### src/rtl/imm_gen_pipe.sv
// ============================================================================
// Module   : imm_gen_pipe
// Purpose  : Pipelined RV immediate generator with valid/ready handshake,
//            2-entry skid buffer, tag sideband and flush. Optional macro
//            IMM_SEL_AUTO_EN decodes the format from the opcode.
// Revision : 1.0 - initial release
// ============================================================================
`default_nettype none

module imm_gen_pipe #(
   parameter int XLEN  = 32,
   parameter int TAG_W = 4
) (
   input  logic             Clk,
   input  logic             Rst_n,
   input  logic             Flush,
   input  logic             InValid,
   output logic             InReady,
   input  logic [31:0]      Inst,
   input  logic [2:0]       ImmSel,
   input  logic [TAG_W-1:0] InTag,
   output logic             OutValid,
   input  logic             OutReady,
   output logic [XLEN-1:0]  DataOut,
   output logic [TAG_W-1:0] OutTag,
   output logic             IllegalSel
);

   localparam logic [2:0] C_SEL_I     = 3'b000;
   localparam logic [2:0] C_SEL_IU    = 3'b001;
   localparam logic [2:0] C_SEL_SHAMT = 3'b010;
   localparam logic [2:0] C_SEL_S     = 3'b011;
   localparam logic [2:0] C_SEL_B     = 3'b100;
   localparam logic [2:0] C_SEL_U     = 3'b101;
   localparam logic [2:0] C_SEL_J     = 3'b110;
   localparam logic [2:0] C_SEL_Z     = 3'b111;

   localparam logic [1:0] C_ST_EMPTY  = 2'd0;
   localparam logic [1:0] C_ST_ONE    = 2'd1;
   localparam logic [1:0] C_ST_FULL   = 2'd2;

   logic [2:0]       w_sel;
   logic             w_illegal;
   logic [XLEN-1:0]  w_imm;

   logic [1:0]       r_state;
   logic [1:0]       w_state_nxt;
   logic             w_accept;
   logic             w_drain;
   logic             w_load_new;
   logic             w_load_skid;
   logic             w_refill;

   logic [XLEN-1:0]  r_out_data;
   logic [TAG_W-1:0] r_out_tag;
   logic             r_out_ill;
   logic [XLEN-1:0]  r_skid_data;
   logic [TAG_W-1:0] r_skid_tag;
   logic             r_skid_ill;

`ifdef IMM_SEL_AUTO_EN
   logic [2:0] w_unused_sel;
   assign w_unused_sel = ImmSel;

   always_comb begin
      w_sel     = C_SEL_I;
      w_illegal = 1'b0;
      case (Inst[6:0])
         7'b0010011: w_sel = (Inst[13:12] == 2'b01) ? C_SEL_SHAMT : C_SEL_I;
         7'b0000011,
         7'b1100111: w_sel = C_SEL_I;
         7'b0100011: w_sel = C_SEL_S;
         7'b1100011: w_sel = C_SEL_B;
         7'b0110111,
         7'b0010111: w_sel = C_SEL_U;
         7'b1101111: w_sel = C_SEL_J;
         7'b1110011: begin
            if (Inst[14]) w_sel = C_SEL_Z;
            else          w_illegal = 1'b1;
         end
         default:    w_illegal = 1'b1;
      endcase
   end
`else
   logic [6:0] w_unused_opcode;
   assign w_unused_opcode = Inst[6:0];
   assign w_sel           = ImmSel;
   assign w_illegal       = 1'b0;
`endif

   // Size casts of signed operands sign-extend; unsigned ones zero-extend.
   always_comb begin
      w_imm = '0;
      case (w_sel)
         C_SEL_I:     w_imm = XLEN'($signed(Inst[31:20]));
         C_SEL_IU:    w_imm = XLEN'(Inst[31:20]);
         C_SEL_SHAMT: w_imm = (XLEN == 64) ? XLEN'(Inst[25:20]) : XLEN'(Inst[24:20]);
         C_SEL_S:     w_imm = XLEN'($signed({Inst[31:25], Inst[11:7]}));
         C_SEL_B:     w_imm = XLEN'($signed({Inst[31], Inst[7], Inst[30:25], Inst[11:8], 1'b0}));
         C_SEL_U:     w_imm = XLEN'($signed({Inst[31:12], 12'b0}));
         C_SEL_J:     w_imm = XLEN'($signed({Inst[31], Inst[19:12], Inst[20], Inst[30:21], 1'b0}));
         C_SEL_Z:     w_imm = XLEN'(Inst[19:15]);
         default:     w_imm = '0;
      endcase
      if (w_illegal) w_imm = '0;
   end

   assign w_accept    = InValid && InReady;
   assign w_drain     = OutValid && OutReady;
   assign w_load_new  = w_accept && ((r_state == C_ST_EMPTY) || w_drain);
   assign w_load_skid = w_accept && (r_state == C_ST_ONE) && !w_drain;
   assign w_refill    = w_drain && (r_state == C_ST_FULL);

   always_ff @(posedge Clk or negedge Rst_n) begin
      if (!Rst_n) r_state <= C_ST_EMPTY;
      else        r_state <= w_state_nxt;
   end

   always_comb begin
      w_state_nxt = r_state;
      case (r_state)
         C_ST_EMPTY: if (w_accept) w_state_nxt = C_ST_ONE;
         C_ST_ONE: begin
            if (w_accept && !w_drain)      w_state_nxt = C_ST_FULL;
            else if (!w_accept && w_drain) w_state_nxt = C_ST_EMPTY;
         end
         C_ST_FULL:  if (w_drain) w_state_nxt = C_ST_ONE;
         default:    w_state_nxt = C_ST_EMPTY;
      endcase
      if (Flush) w_state_nxt = C_ST_EMPTY;
   end

   // Handshake flags decode only the state register, so InReady has no path from OutReady.
   always_comb begin
      OutValid = (r_state == C_ST_ONE) || (r_state == C_ST_FULL);
      InReady  = (r_state != C_ST_FULL);
   end

   always_ff @(posedge Clk or negedge Rst_n) begin
      if (!Rst_n) begin
         r_out_data  <= '0;
         r_out_tag   <= '0;
         r_out_ill   <= 1'b0;
         r_skid_data <= '0;
         r_skid_tag  <= '0;
         r_skid_ill  <= 1'b0;
      end else if (!Flush) begin
         if (w_load_new) begin
            r_out_data <= w_imm;
            r_out_tag  <= InTag;
            r_out_ill  <= w_illegal;
         end else if (w_refill) begin
            r_out_data <= r_skid_data;
            r_out_tag  <= r_skid_tag;
            r_out_ill  <= r_skid_ill;
         end
         if (w_load_skid) begin
            r_skid_data <= w_imm;
            r_skid_tag  <= InTag;
            r_skid_ill  <= w_illegal;
         end
      end
   end

   assign DataOut    = r_out_data;
   assign OutTag     = r_out_tag;
   assign IllegalSel = r_out_ill;

endmodule

`default_nettype wire
### config.mk
export PLATFORM = sky130hd
export DESIGN_NAME = imm_gen_pipe
export DESIGN_NICKNAME = d
export VERILOG_FILES = /design/src/rtl/imm_gen_pipe.sv
export SDC_FILE = /design/constraint.sdc
export NUM_CORES = 1
export LEC_CHECK = 0
export ABC_AREA = 1
export ABC_CLOCK_PERIOD_IN_PS = 1800
export CAP_MARGIN = 30
export CORE_ASPECT_RATIO = 0.75
export CORE_UTILIZATION = 51
export CTS_CLUSTER_SIZE = 40
export DETAILED_ROUTE_END_ITERATION = 10
export HOLD_SLACK_MARGIN = 0.1
export PLACE_DENSITY = 0.79
export SYNTH_ARGS = -nofsm -noshare
export SYNTH_HDL_FRONTEND = slang
export SYNTH_SLANG_ARGS = --single-unit
### constraint.sdc
create_clock -name Clk -period 1.8 [get_ports Clk]
set_input_delay 0.36 -clock Clk [delete_from_list [all_inputs] [get_ports Clk]]
set_output_delay 0.36 -clock Clk [all_outputs]
set_load 0.01 [all_outputs]
After elaboration in Yosys (flattened, before gate mapping)
Cells that the tools add are included.
{"block": "totals", "regBits": 75, "input_bits": 44, "output_inout_bits": 39}
{"block": "op_classes", "n_eq_ne": 13, "mux": 13, "bitwise_logic": 1, "n_reduce_logical": 18}
{"op": "$pmux W32 S8", "count": 1}
{"op": "$mux W32", "count": 2}
{"op": "$eq A3 B3 Y1 const B", "count": 4}
{"op": "$mux W2", "count": 5}
{"op": "$logic_and A1 B1 Y1", "count": 8}
{"op": "$mux W4", "count": 2}
{"op": "$eq A3 B2 Y1 const B", "count": 2}
{"op": "$ne A3 B3 Y1 const B", "count": 2}
{"op": "$pmux W2 S3", "count": 1}
{"op": "$ne A4 B4 Y1 const B", "count": 1}
{"op": "$reduce_and A2 Y1", "count": 2}
{"op": "$eq A3 B1 Y1 const B", "count": 1}
{"op": "$logic_not A3 Y1", "count": 1}
{"op": "$reduce_and A3 Y1", "count": 1}
{"op": "$eq A2 B1 Y1 const B", "count": 1}
{"op": "$eq A2 B2 Y1 const B", "count": 1}
{"op": "$logic_not A1 Y1", "count": 2}
{"op": "$logic_not A2 Y1", "count": 1}
{"op": "$logic_or A1 B1 Y1", "count": 2}
{"op": "$mux W1", "count": 2}
{"op": "$ne A2 B2 Y1 const B", "count": 1}
{"op": "$reduce_bool A2 Y1", "count": 1}
{"op": "$not A1 Y1", "count": 1}

Logic depth before layout (Yosys ltp)
Gate-level depths: netlist (run 1).
{"block": "logic_depth", "depth_word": 8, "depth_mapped": 11, "mapped_depth_nobuf": 10}

Worst setup path after synthesis (run 1)
Ideal clock, no wire load.
{"block": "synth_timing", "path_kind": "reg-to-reg", "startpoint": "reg r_state[0]", "endpoint": "reg r_out_data[29], in the netlist DataOut[29]", "setup_ns": 0.123, "arrival_ns": 1.569, "required_time_ns": 1.677, "setup_slack_ns": 0.108, "path_stages_with_launch": 12, "path_buffers": 1, "path_cell_list": "dfrtp_1 -> inv_1 -> ha_1 -> nand2_1 -> nand2_1 -> nand2_2 -> nand2_1 -> nand2_2 -> buf_2 -> nor2_1 -> o21ai_0 -> nand2_1"}
{"block": "synth_via", "elab_chain_len": 7, "word_cells_on_any_way": 13, "cone_classes": "eq/ne (3); mux (1); reduce/logical (9)"}
{"element": "from (decl)", "line_no": "46", "text": "logic [1:0] r_state;"}
{"element": "from (signal assigned)", "line_no": "116", "text": "else r_state <= w_state_nxt;"}
{"element": "$eq A2 B1 Y1 / $eq A2 B2 Y1 (equally long branches)", "line_no": "135", "text": "OutValid = (r_state == C_ST_ONE) || (r_state == C_ST_FULL);"}
{"element": "$logic_or A1 B1 Y1 (*)", "line_no": "135"}
{"element": "via OutValid", "line_no": "22", "text": "output logic OutValid,"}
{"element": "$logic_and A1 B1 Y1 (*)", "line_no": "109", "text": "assign w_drain = OutValid && OutReady;"}
{"element": "$logic_or A1 B1 Y1", "line_no": "110", "text": "assign w_load_new = w_accept && ((r_state == C_ST_EMPTY) || w_drain);"}
{"element": "$logic_and A1 B1 Y1", "line_no": "110"}
{"element": "$reduce_bool A2 Y1 (no line)"}
{"element": "$reduce_and A2 Y1 (no line)"}
{"element": "to (signal assigned)", "line_no": "149", "text": "r_out_data <= w_imm;"}
{"element": "to (signal assigned)", "line_no": "153", "text": "r_out_data <= r_skid_data;"}
{"element": "to (decl)", "line_no": "54", "text": "logic [XLEN-1:0] r_out_data;"}
The timed path passes the listed nets; every way through them passes the cells marked *.
A chain may end at the register's enable or synchronous reset.

Worst setup path in the final report (run 1)
{"block": "layout_timing", "startpoint": "reg r_state[0]", "endpoint": "out OutValid"}
{"block": "layout_via", "elab_chain_len": 2, "word_cells_on_any_way": 3, "cone_classes": "eq/ne (2); reduce/logical (1)"}
{"element": "$eq A2 B1 Y1 / $eq A2 B2 Y1 (equally long branches)", "line_no": "135"}
{"element": "$logic_or A1 B1 Y1 (*)", "line_no": "135"}
{"element": "to (decl)", "line_no": "22"}
Every way passes the cells marked *; elsewhere a longest branch is shown, timed or not.

==> metrics.md, run 1 <==
| Metric | Value |
|---|---|
| Status | completed |
| Syn Nets | 579 |
| Crit start category | register |
| Antenna-violating nets left | 0 |
| Max-slew violation count | 0 |
| Clock sink count | 74 |
| RSZ-0062 raised after global routing | yes |
| Crit-path cells | inv_2, ha_4, dlygate4sd2_1 |
| Power density cells | 1400 nW/um^2 |
| Reg2Reg Depth | 11 |
| Top sig layer | met4 |
| Hpwl dp | 6960 um |
| WL final | 10300 um |
| First-pass GRT wire length | 16600 um |
| Met2 WL | 4970 um |
| Root Buffer Master | clkbuf_8 |
| DR iter-0 viols | 195 |
| Die Y | 77.0 um |
| Critical Path End Type | output pin |
| Most numerous cell in the Yosys netlist | nand2_1 |
| Gpl congestion | 0.938 |
| RR Startpoint | r_state[0] |
| Cell Area, Synth | 3820 um^2 |
| CTS tree | yes |
| Final min period | 1.76 ns |
| Hold slack | 0.437 ns |
| Pint | 4.57 mW |
| Critical path's slowest cell | dfrtp_1 |
| Critical path class | reg2out |
| Wire length per cell | 14.2 um |
| Worst-Skew Late Latency | 0.35 ns |
| Overflow after GRT | 0 |
| Layout area overhead | 35.0% |
| HP Class | in2async |
| YS warnings | 0 |
| Cell family with the largest share of critical-path delay | buffers and inverters |
| Drt pass-1 iters | 5 |
| Leak Pwr | 2.67 nW |
| Bufs and invs on worst path | 2 |
| Reg2Reg Setup Slack | 0.07 ns |
| Cell taking the most area after synthesis | dfrtp_1 |
| TritonCTS Buffers | 9 |
| IO Port Bufs | 74 |
| Delay of the slowest cell on the worst path | 0.41 ns |
| Io pins | 83 |
| Switching Share | 0.369 |
| Via density | 5.29 |
| M1 WL | 4330 um |
| FFs w/ async S/R, synth | 1.00 |
| Area contributors post-synth | dfrtp_1 (48%), nand2_1 (23%), nand3_1 (5.8%) |
| Synth cell count leaders | nand2_1 (238), dfrtp_1 (74), nor2_1 (50), nand3_1 (44), inv_1 (26) |
| Main synth FF type | dfrtp_1 |
| Crit path launch | r_state[0] |
| Maxcap violations | 0 |
| Routed via count | 3831 |
| Die width | 102 um |
| WL met3 | 860 um |
| Die area | 7850 um^2 |
| Largest net degree at the start of global routing | 39 |
| Worst clock skew | 0.00695 ns |
| Final Hold Fails | 0 |
| Highest fanout seen on the critical path | 3 |
| Seq cells post-synth | 74 |
| Worst Path Required | 1.44 ns |
| Arr. time, crit path | 1.40 ns |
| Combinational power share | 0.434 |
| Sequential share of the synthesized area | 0.485 |
| Total GRT Usage | 0.272 |
| Clock-pin slew on the worst setup and hold paths | 0.09 ns |
| Initial antenna violation count | 0 |
| Inserted Diodes | 0 |
| Fmax | 570 MHz |
| # rows | 26 |
| NetSw | 2.67 mW |
| Mean post-synth cell area | 7.21 um^2 |
| Setup violations, final | 0 |
| DP Worst Slack | -0.190 ns |
| Max VDD drop | 726 uV |
| Part of the power in registers | 0.383 |
| Drt drc | 0 |
| R2R Path End | DataOut[15] |
| H-tree Lvls | 3 |
| Clk buf depth | 2 |
| Synth top area share | 0.485 |
| EDFF count, synth | 0 |
| Core area | 7030 um^2 |
| Share of post-route cells with drive strength above 1 | 0.113 |
| Syn Inst Count | 530 |
| Vias in the first global route | 3663 |
| Clock share of power | 0.183 |
| Setup WS post-layout | 0.0445 ns |
| Number of nets in the layout | 670 |
| Final worst-path cycle share | 0.975 |
| Initial Util | 0.544 |
| Netlist cell types | 21 |
metal layers:
layer  GRT usage  vias up
li1            -     1839
met1       0.356     1784
met2       0.447      184
met3      0.0620       24
met4      0.0829        0
met5           0        -
power by group through the flow:
stage	logic, mW	registers [mW]	clock network (mW)
after floorplan	1.47	2.90	0
after global placement	2.88	2.75	0
after detailed placement	2.98	2.79	0
after CTS	3.01	2.76	1.34
after global routing	3.51	2.85	1.40
final	3.15	2.77	1.33
registers in the layout (all words and copies together), names as in the netlist:
| signal | cells |
|---|---|
| r_state | 2 |
| DataOut | 32 |
| r_skid_data | 32 |
| r_skid_tag | 4 |
| OutTag | 4 |
placed cells by master, fill, tap and decap left out, types with 8 or more instances in the layout:
master,count
buf_4,23
nand4_1,8
nand2_1,236
clkdlybuf4s50_1,71
dfrtp_1,74
nor2_1,49
clkbuf_8,9
nand3_1,44
inv_1,24
o21ai_1,17
o21ai_0,21
worst register-to-register path: cells and delay by family, from the launching register on:
kind	cells	cell delay, ns
fa+ha+maj	1	0.28
simple gates	7	0.54
buf+inv	3	0.42
flops	1	0.39
layout make-up:
cell class | instances | area, um^2
fill | 564 | 1870
sequential | 74 | 1850
multi-input combinational | 397 | 1730
timing repair buffer | 108 | 1130
clock buffer | 9 | 124
tap | 98 | 123
inverter | 31 | 119
clock inverter | 7 | 78.8
worst max path at each step:
stage / slack (ns) / to / cells after the start
after floorplan: 0.11 / DataOut[29] / 11
after global placement: -0.16 / DataOut[23] / 6
final: 0.04 / OutValid / 3
after global routing: -0.05 / DataOut[30] / 11
after detailed placement: -0.19 / DataOut[24] / 6
after CTS: 0.002 / DataOut[24] / 11
stage by stage:
| step | TNS (ns) | instances | power (mW) | utilization | area, um^2 |
|---|---|---|---|---|---|
| after floorplan | 0 | 530 | 4.37 | - | 3820 |
| after global placement | -3.77 | 700 | 5.63 | 0.683 | 4800 |
| after detailed placement | -6.71 | 700 | 5.76 | 0.683 | 4800 |
| after CTS | 0 | 718 | 7.12 | 0.714 | 5020 |
| after global routing | -0.592 | 724 | 7.76 | 0.734 | 5160 |
| final | 0 | 724 | 7.24 | 0.734 | 5160 |
kinds of logic (layout without fill, tap and decap cells):
| family | after synthesis | after routing | synth area share |
|---|---|---|---|
| and+or+nand+nor | 350 | 350 | 0.371 |
| DFF | 74 | 74 | 0.485 |
| buffers and inverters | 59 | 155 | 0.0730 |
| AOI/OAI and AO/OA | 41 | 41 | 0.0544 |
| adders and majority gates | 5 | 5 | 0.0164 |
| other | 1 | 1 | 0.000981 |
repair_timing:
action,CTS,global route
pin swaps,0,2
resized for setup,2,16
gates cloned,0,2
setup buffers,1,4
endpoints found under the hold margin,21,0
endpoints found under the setup margin,32,66
hold buffers,1,0
No activity file was read; power rests on OpenSTA's default activity.
==> run 2: changes to the inputs <==
Settings changed: TNS_END_PERCENT from default to 1.
==> run 2 against run 1 <==
  * Register-to-register slack barely moved
  * Flip-flop and latch count did not move
  * Non-clock buffer count fell by 3
  * Final cell count fell by 0.41%
  * Clock power barely moved
  * First-iteration DRC count rose by 8.7%
  * Global-route usage did not move
  * Sequential share of layout area rose by 0.30 points
  * Clock skew barely moved
  * Worst hold slack got worse by 0.00092 ns
  * Critical path type unchanged
  * Largest cell class unchanged
  * Largest power group unchanged
  * Highest routed layer unchanged
==> metrics.md, run 2 (synthesized netlist as in run 1, its figures left out) <==
| Metric | Value |
|---|---|
| Die Y | 77.0 um (unchanged) |
| Fin cells | 721 (-0.41%) |
| Worst-Skew Late Latency | 0.36 ns (about the same) |
| Final min period | 1.75 ns (-0.00812 ns) |
| DP Area | 4800 um^2 (unchanged) |
| Fmax | 572 MHz (+0.47%) |
| Fill cells | 573 (+1.6%) |
| Clock sink count | 74 (unchanged) |
| Crit start category | register |
| Final worst-path cycle share | 0.971 (-0.00451) |
| Total GRT Usage | 0.272 (unchanged) |
| Die area | 7850 um^2 (unchanged) |
| Setup violations, final | 0 (unchanged) |
| Layout area overhead | 33.9% |
| Overflow after GRT | 0 (unchanged) |
| Placed insts | 700 (unchanged) |
| Inserted Diodes | 0 (unchanged) |
| Commonest non-fill, non-tap cells in the layout | nand2_1 (237), dfrtp_1 (74), clkdlybuf4s50_1 (71), nor2_1 (49), nand3_1 (44) |
| Drt pass-1 iters | 5 (unchanged) |
| Worst clock skew | 0.00721 ns (+0.000265 ns) |
| Die width | 102 um (unchanged) |
| Clock-pin slew on the worst setup and hold paths | 0.08 ns (about the same) |
| Clk buf depth | 2 (unchanged) |
| CTS tree | yes |
| Fin area | 5110 um^2 (-0.82%) |
| TritonCTS Buffers | 9 (unchanged) |
| RSZ-0062 raised after global routing | yes |
| Root Buffer Master | clkbuf_8 |
| Largest net degree at the start of global routing | 39 (unchanged) |
| Fin Setup TNS | 0 ns (unchanged) |
| Hpwl dp | 6960 um (unchanged) |
| Drt drc | 0 (unchanged) |
| Power density cells | 1410 nW/um^2 (+0.15%) |
| Critical path class | reg2out |
| Final Hold Fails | 0 (unchanged) |
| Vias in the first global route | 3663 (unchanged) |
| WL final | 10200 um (-1.4%) |
| First-pass GRT wire length | 16600 um (unchanged) |
| Critical path's slowest cell | dfrtp_1 |
| Highest fanout seen on the critical path | 3 (unchanged) |
| Share of post-route cells with drive strength above 1 | 0.108 (-0.00587) |
| Antenna-violating nets left | 0 (unchanged) |
| Core area | 7030 um^2 (unchanged) |
| # rows | 26 (unchanged) |
| Arr. time, crit path | 1.39 ns (about the same) |
| Critical Path End Type | output pin |
| Gpl congestion | 0.938 (unchanged) |
| Initial Util | 0.544 (unchanged) |
| H-tree Lvls | 3 (unchanged) |
| Io pins | 83 (unchanged) |
| Leak Pwr | 2.64 nW (-1.0%) |
| Via density | 5.23 (-1.1%) |
| Routed via count | 3774 (-1.5%) |
| Crit-path cells | buf_4, ha_4, inv_1, dlygate4sd2_1 |
| Initial antenna violation count | 0 (unchanged) |
| Worst Path Required | 1.44 ns (about the same) |
| Delay of the slowest cell on the worst path | 0.40 ns (about the same) |
| Leading cell type in the layout, fill and taps excluded | nand2_1 |
| DR iter-0 viols | 212 (+8.7%) |
| IO Port Bufs | 74 (unchanged) |
| Maxcap violations | 0 (unchanged) |
| Wire length per cell | 14.1 um (-1.0%) |
| Number of nets in the layout | 667 (-0.45%) |
| Status | completed |
| Max VDD drop | 723 uV (-0.40%) |
| Max-slew violation count | 0 (unchanged) |
| HP Class | in2async |
run 2: cell count changes in the layout (fill, tap and decap cells not counted), sizes merged:
| cell | delta |
|---|---|
| clkbuf | -1 |
| buf | -2 |
| clkdlybuf4s15 | -1 |
| dlygate4sd2 | +1 |
run 2: per-stage QoR:
step	util	hold WS, ns	power [mW]	worst slack, ns
after floorplan	-	0.0644	4.37	0.108
after global placement	0.683	0.271	5.63	-0.160
after detailed placement	0.683	0.275	5.76	-0.190
after CTS	0.714	0.432	7.12	0.00206
after global routing	0.728	0.457	7.70	-0.0234
final	0.728	0.436	7.19	0.0526
run 2: report_power, final:
group          total, mW  switching, mW  internal (mW)
combinational       3.09           1.61           1.49
sequential          2.77          0.375           2.40
clock               1.33          0.679          0.651
run 2: final timing paths:
kind | endpoint | slack, ns | depth (start not counted) | start
worst max register to register | DataOut[21] | 0.08 | 10 | r_state[1]
min in group Clk | DataOut[26] | 0.48 | 2 | DataOut[26]
worst max-delay path | InReady | 0.05 | 4 | r_state[1]
worst min-delay path | DataOut[10] | 0.44 | 2 | Rst_n
max in group asynchronous | DataOut[13] | 0.83 | 3 | Rst_n
worst min register to register | DataOut[26] | 0.48 | 2 | DataOut[26]
run 2: cell type report:
type                       instances  area (um^2)  share of cell area
clock buffer                       9          124              0.0242
clock inverter                     7         78.8              0.0154
inverter                          31          119              0.0232
multi-input combinational        397         1740               0.339
sequential                        74         1850               0.362
tap                               98          123              0.0240
timing repair buffer             105         1080               0.212
run 2: timing repair:
action                     in CTS  in global routing
cloned                          0                  1
hold buffers                    1                  0
hold endpoints to repair       21                  0
pin swaps                       0                  0
resized for setup               2                 14
setup endpoints to repair      32                 66
setup buffers                   1                  2
run 2: per-layer routing:
metal,share of wire,global-route usage,up-vias
met3,0.076,0.0620,16
li1,-,-,1829
met5,0,0,-
met2,0.49,0.447,150
met1,0.43,0.356,1779
met4,0.011,0.0829,0
run 2: critical path, delay by kind of cell, from the launching register on:
family	cells	cell delay, ns
DFF	1	0.40
adders and majority gates	1	0.16
buffers and inverters	3	0.47
==> run 3: changes to the inputs <==
Settings changed: CORE_MARGIN from default to 10.
==> run 3 against run 2 <==
  * Fmax fell by 0.21%
  * Total power rose by 0.87%
  * Global-route usage fell by 8.7 points
  * Non-clock buffer count fell by 4
  * Wire length rose by 2.9%
  * Final cell count fell by 0.14%
  * Register-to-register slack improved by 0.05 ns
  * Worst hold slack improved by 0.034 ns
  * Critical path depth fell by 1
  * Critical path type unchanged
==> metrics.md, run 3 (synthesized netlist as in run 1, its figures left out) <==
| Metric | Value |
|---|---|
| Die width | 120 um (+18%) |
| Status | completed |
| WL final | 10500 um (+2.9%) |
| Crit start category | register |
| Clk buf depth | 2 (unchanged) |
| Final worst-path cycle share | 0.973 (+0.00209) |
| Power density cells | 1430 nW/um^2 (+1.8%) |
| Share of post-route cells with drive strength above 1 | 0.0969 (-0.0106) |
| Inserted Diodes | 0 (unchanged) |
| Worst clock skew | 0.0108 ns (+0.00356 ns) |
| Die Y | 95.0 um (+23%) |
| Delay of the slowest cell on the worst path | 0.39 ns (about the same) |
| Power Total | 7.26 mW (+0.87%) |
| Largest net degree at the start of global routing | 36 (-7.7%) |
| Number of nets in the layout | 663 (-0.60%) |
| Worst Path Required | 1.44 ns (about the same) |
| Fin area | 5070 um^2 (-0.88%) |
| Routed via count | 3677 (-2.6%) |
| Root Buffer Master | clkbuf_8 |
| CTS tree | yes |
| RSZ-0062 raised after global routing | yes |
| TritonCTS Buffers | 9 (unchanged) |
| Total GRT Usage | 0.185 (-0.0868) |
| Fmax | 571 MHz (-0.21%) |
| Antenna-violating nets left | 0 (unchanged) |
| DR iter-0 viols | 277 (+31%) |
| Die area | 11400 um^2 (+45%) |
| Final min period | 1.75 ns (+0.00376 ns) |
| Max-slew violation count | 0 (unchanged) |
| Clock-pin slew on the worst setup and hold paths | 0.09 ns (about the same) |
| H-tree Lvls | 3 (unchanged) |
| Critical path class | reg2out |
| Drt drc | 0 (unchanged) |
| # rows | 27 (+3.8%) |
| Setup violations, final | 0 (unchanged) |
| IO Port Bufs | 74 (unchanged) |
| Hpwl dp | 7530 um (+8.1%) |
| Layout area overhead | 32.7% |
| First-pass GRT wire length | 17300 um (+4.3%) |
| Gpl congestion | 0.884 (-5.7%) |
| Wire length per cell | 14.5 um (+3.0%) |
| Slew @ Worst Pin | 0.549 ns |
| Final Hold Fails | 0 (unchanged) |
| Commonest non-fill, non-tap cells in the layout | nand2_1 (237), dfrtp_1 (74), clkdlybuf4s50_1 (71), nor2_1 (49), nand3_1 (44) |
| DP Area | 4800 um^2 (about the same) |
| Clock sink count | 74 (unchanged) |
| Drt pass-1 iters | 5 (unchanged) |
| Arr. time, crit path | 1.39 ns (about the same) |
| Worst-Skew Late Latency | 0.35 ns (about the same) |
| Leading cell type in the layout, fill and taps excluded | nand2_1 |
| Initial antenna violation count | 0 (unchanged) |
| HP Class | in2async |
| Critical path's slowest cell | dfrtp_1 |
| Overflow after GRT | 0 (unchanged) |
| Core area | 7330 um^2 (+4.3%) |
| Initial Util | 0.521 (-0.0226) |
| Max VDD drop | 902 uV (+25%) |
| Vias in the first global route | 3569 (-2.6%) |
| Crit-path cells | inv_1, ha_1, dlygate4sd2_1 |
| Via density | 5.11 (-2.4%) |
| Hold slack | 0.470 ns (+0.0339 ns) |
| Slew HR | 0.633 |
| Io pins | 83 (unchanged) |
| Highest fanout seen on the critical path | 3 (unchanged) |
| Leak Pwr | 2.63 nW (-0.43%) |
| Final core occ | 0.692 (-0.0363) |
| Maxcap violations | 0 (unchanged) |
| Critical Path End Type | output pin |
[run 3: cell types whose count changed in the layout (fill, tap and decap cells not counted), sizes merged]
cell / before / now
clkinvlp: 2 / 0
buf: 30 / 27
clkbuf: 10 / 9
bufinv: 1 / 2
inv: 32 / 33
[run 3: path summary, 6_finish.rpt]
kind,startpoint,to,slack [ns],depth (start not counted)
setup / recovery,r_state[1],OutValid,0.05,3
hold / removal,Rst_n,DataOut[7],0.47,2
setup reg to reg,r_state[1],DataOut[1],0.13,10
hold reg to reg,r_skid_data[21],r_skid_data[21],0.48,2
max in group asynchronous,Rst_n,r_state[0],0.79,3
min in group Clk,r_skid_data[21],r_skid_data[21],0.48,2
[run 3: cell type report]
cell class / instances / area [um^2]
Fill cell: 617 / 2260
Sequential cell: 74 / 1850
Multi-Input combinational cell: 397 / 1720
Timing Repair Buffer: 101 / 1040
Tap cell: 101 / 126
Clock buffer: 9 / 124
Inverter: 31 / 116
Clock inverter: 7 / 100
[run 3: timing repair]
item,CTS,global route
buffers inserted,1,0
hold buffers,1,0
gates cloned,0,0
hold endpoints to repair,27,0
resized for setup,3,9
setup endpoints to repair,3,55
[run 3: worst max-delay path, delay by kind of cell, from the launching register on]
kind | cells | cell delay [ns]
fa+ha+maj | 1 | 0.29
flops | 1 | 0.39
buf+inv | 2 | 0.37
[run 3: power by group]
part,internal (mW),switching (mW),leakage (nW)
combinational,1.44,1.57,1.57
sequential,2.40,0.387,0.943
clock,0.793,0.668,0.114
[run 3: metal layers]
layer	vias to the layer above	part of all wire	global-route usage
met4	0	0.010	0.0581
met1	1688	0.45	0.240
met3	10	0.088	0.0638
li1	1818	-	-
met2	161	0.46	0.286
met5	-	0	0
[run 3: per-stage QoR]
stage | instances | TNS (ns) | worst slack (ns)
final | 720 | 0 | 0.0489
after global routing | 720 | -0.0432 | -0.0116
after CTS | 720 | 0 | 0.0148
after detailed placement | 702 | -7.16 | -0.230
after global placement | 702 | -4.96 | -0.173
after floorplan | 530 | 0 | 0.108
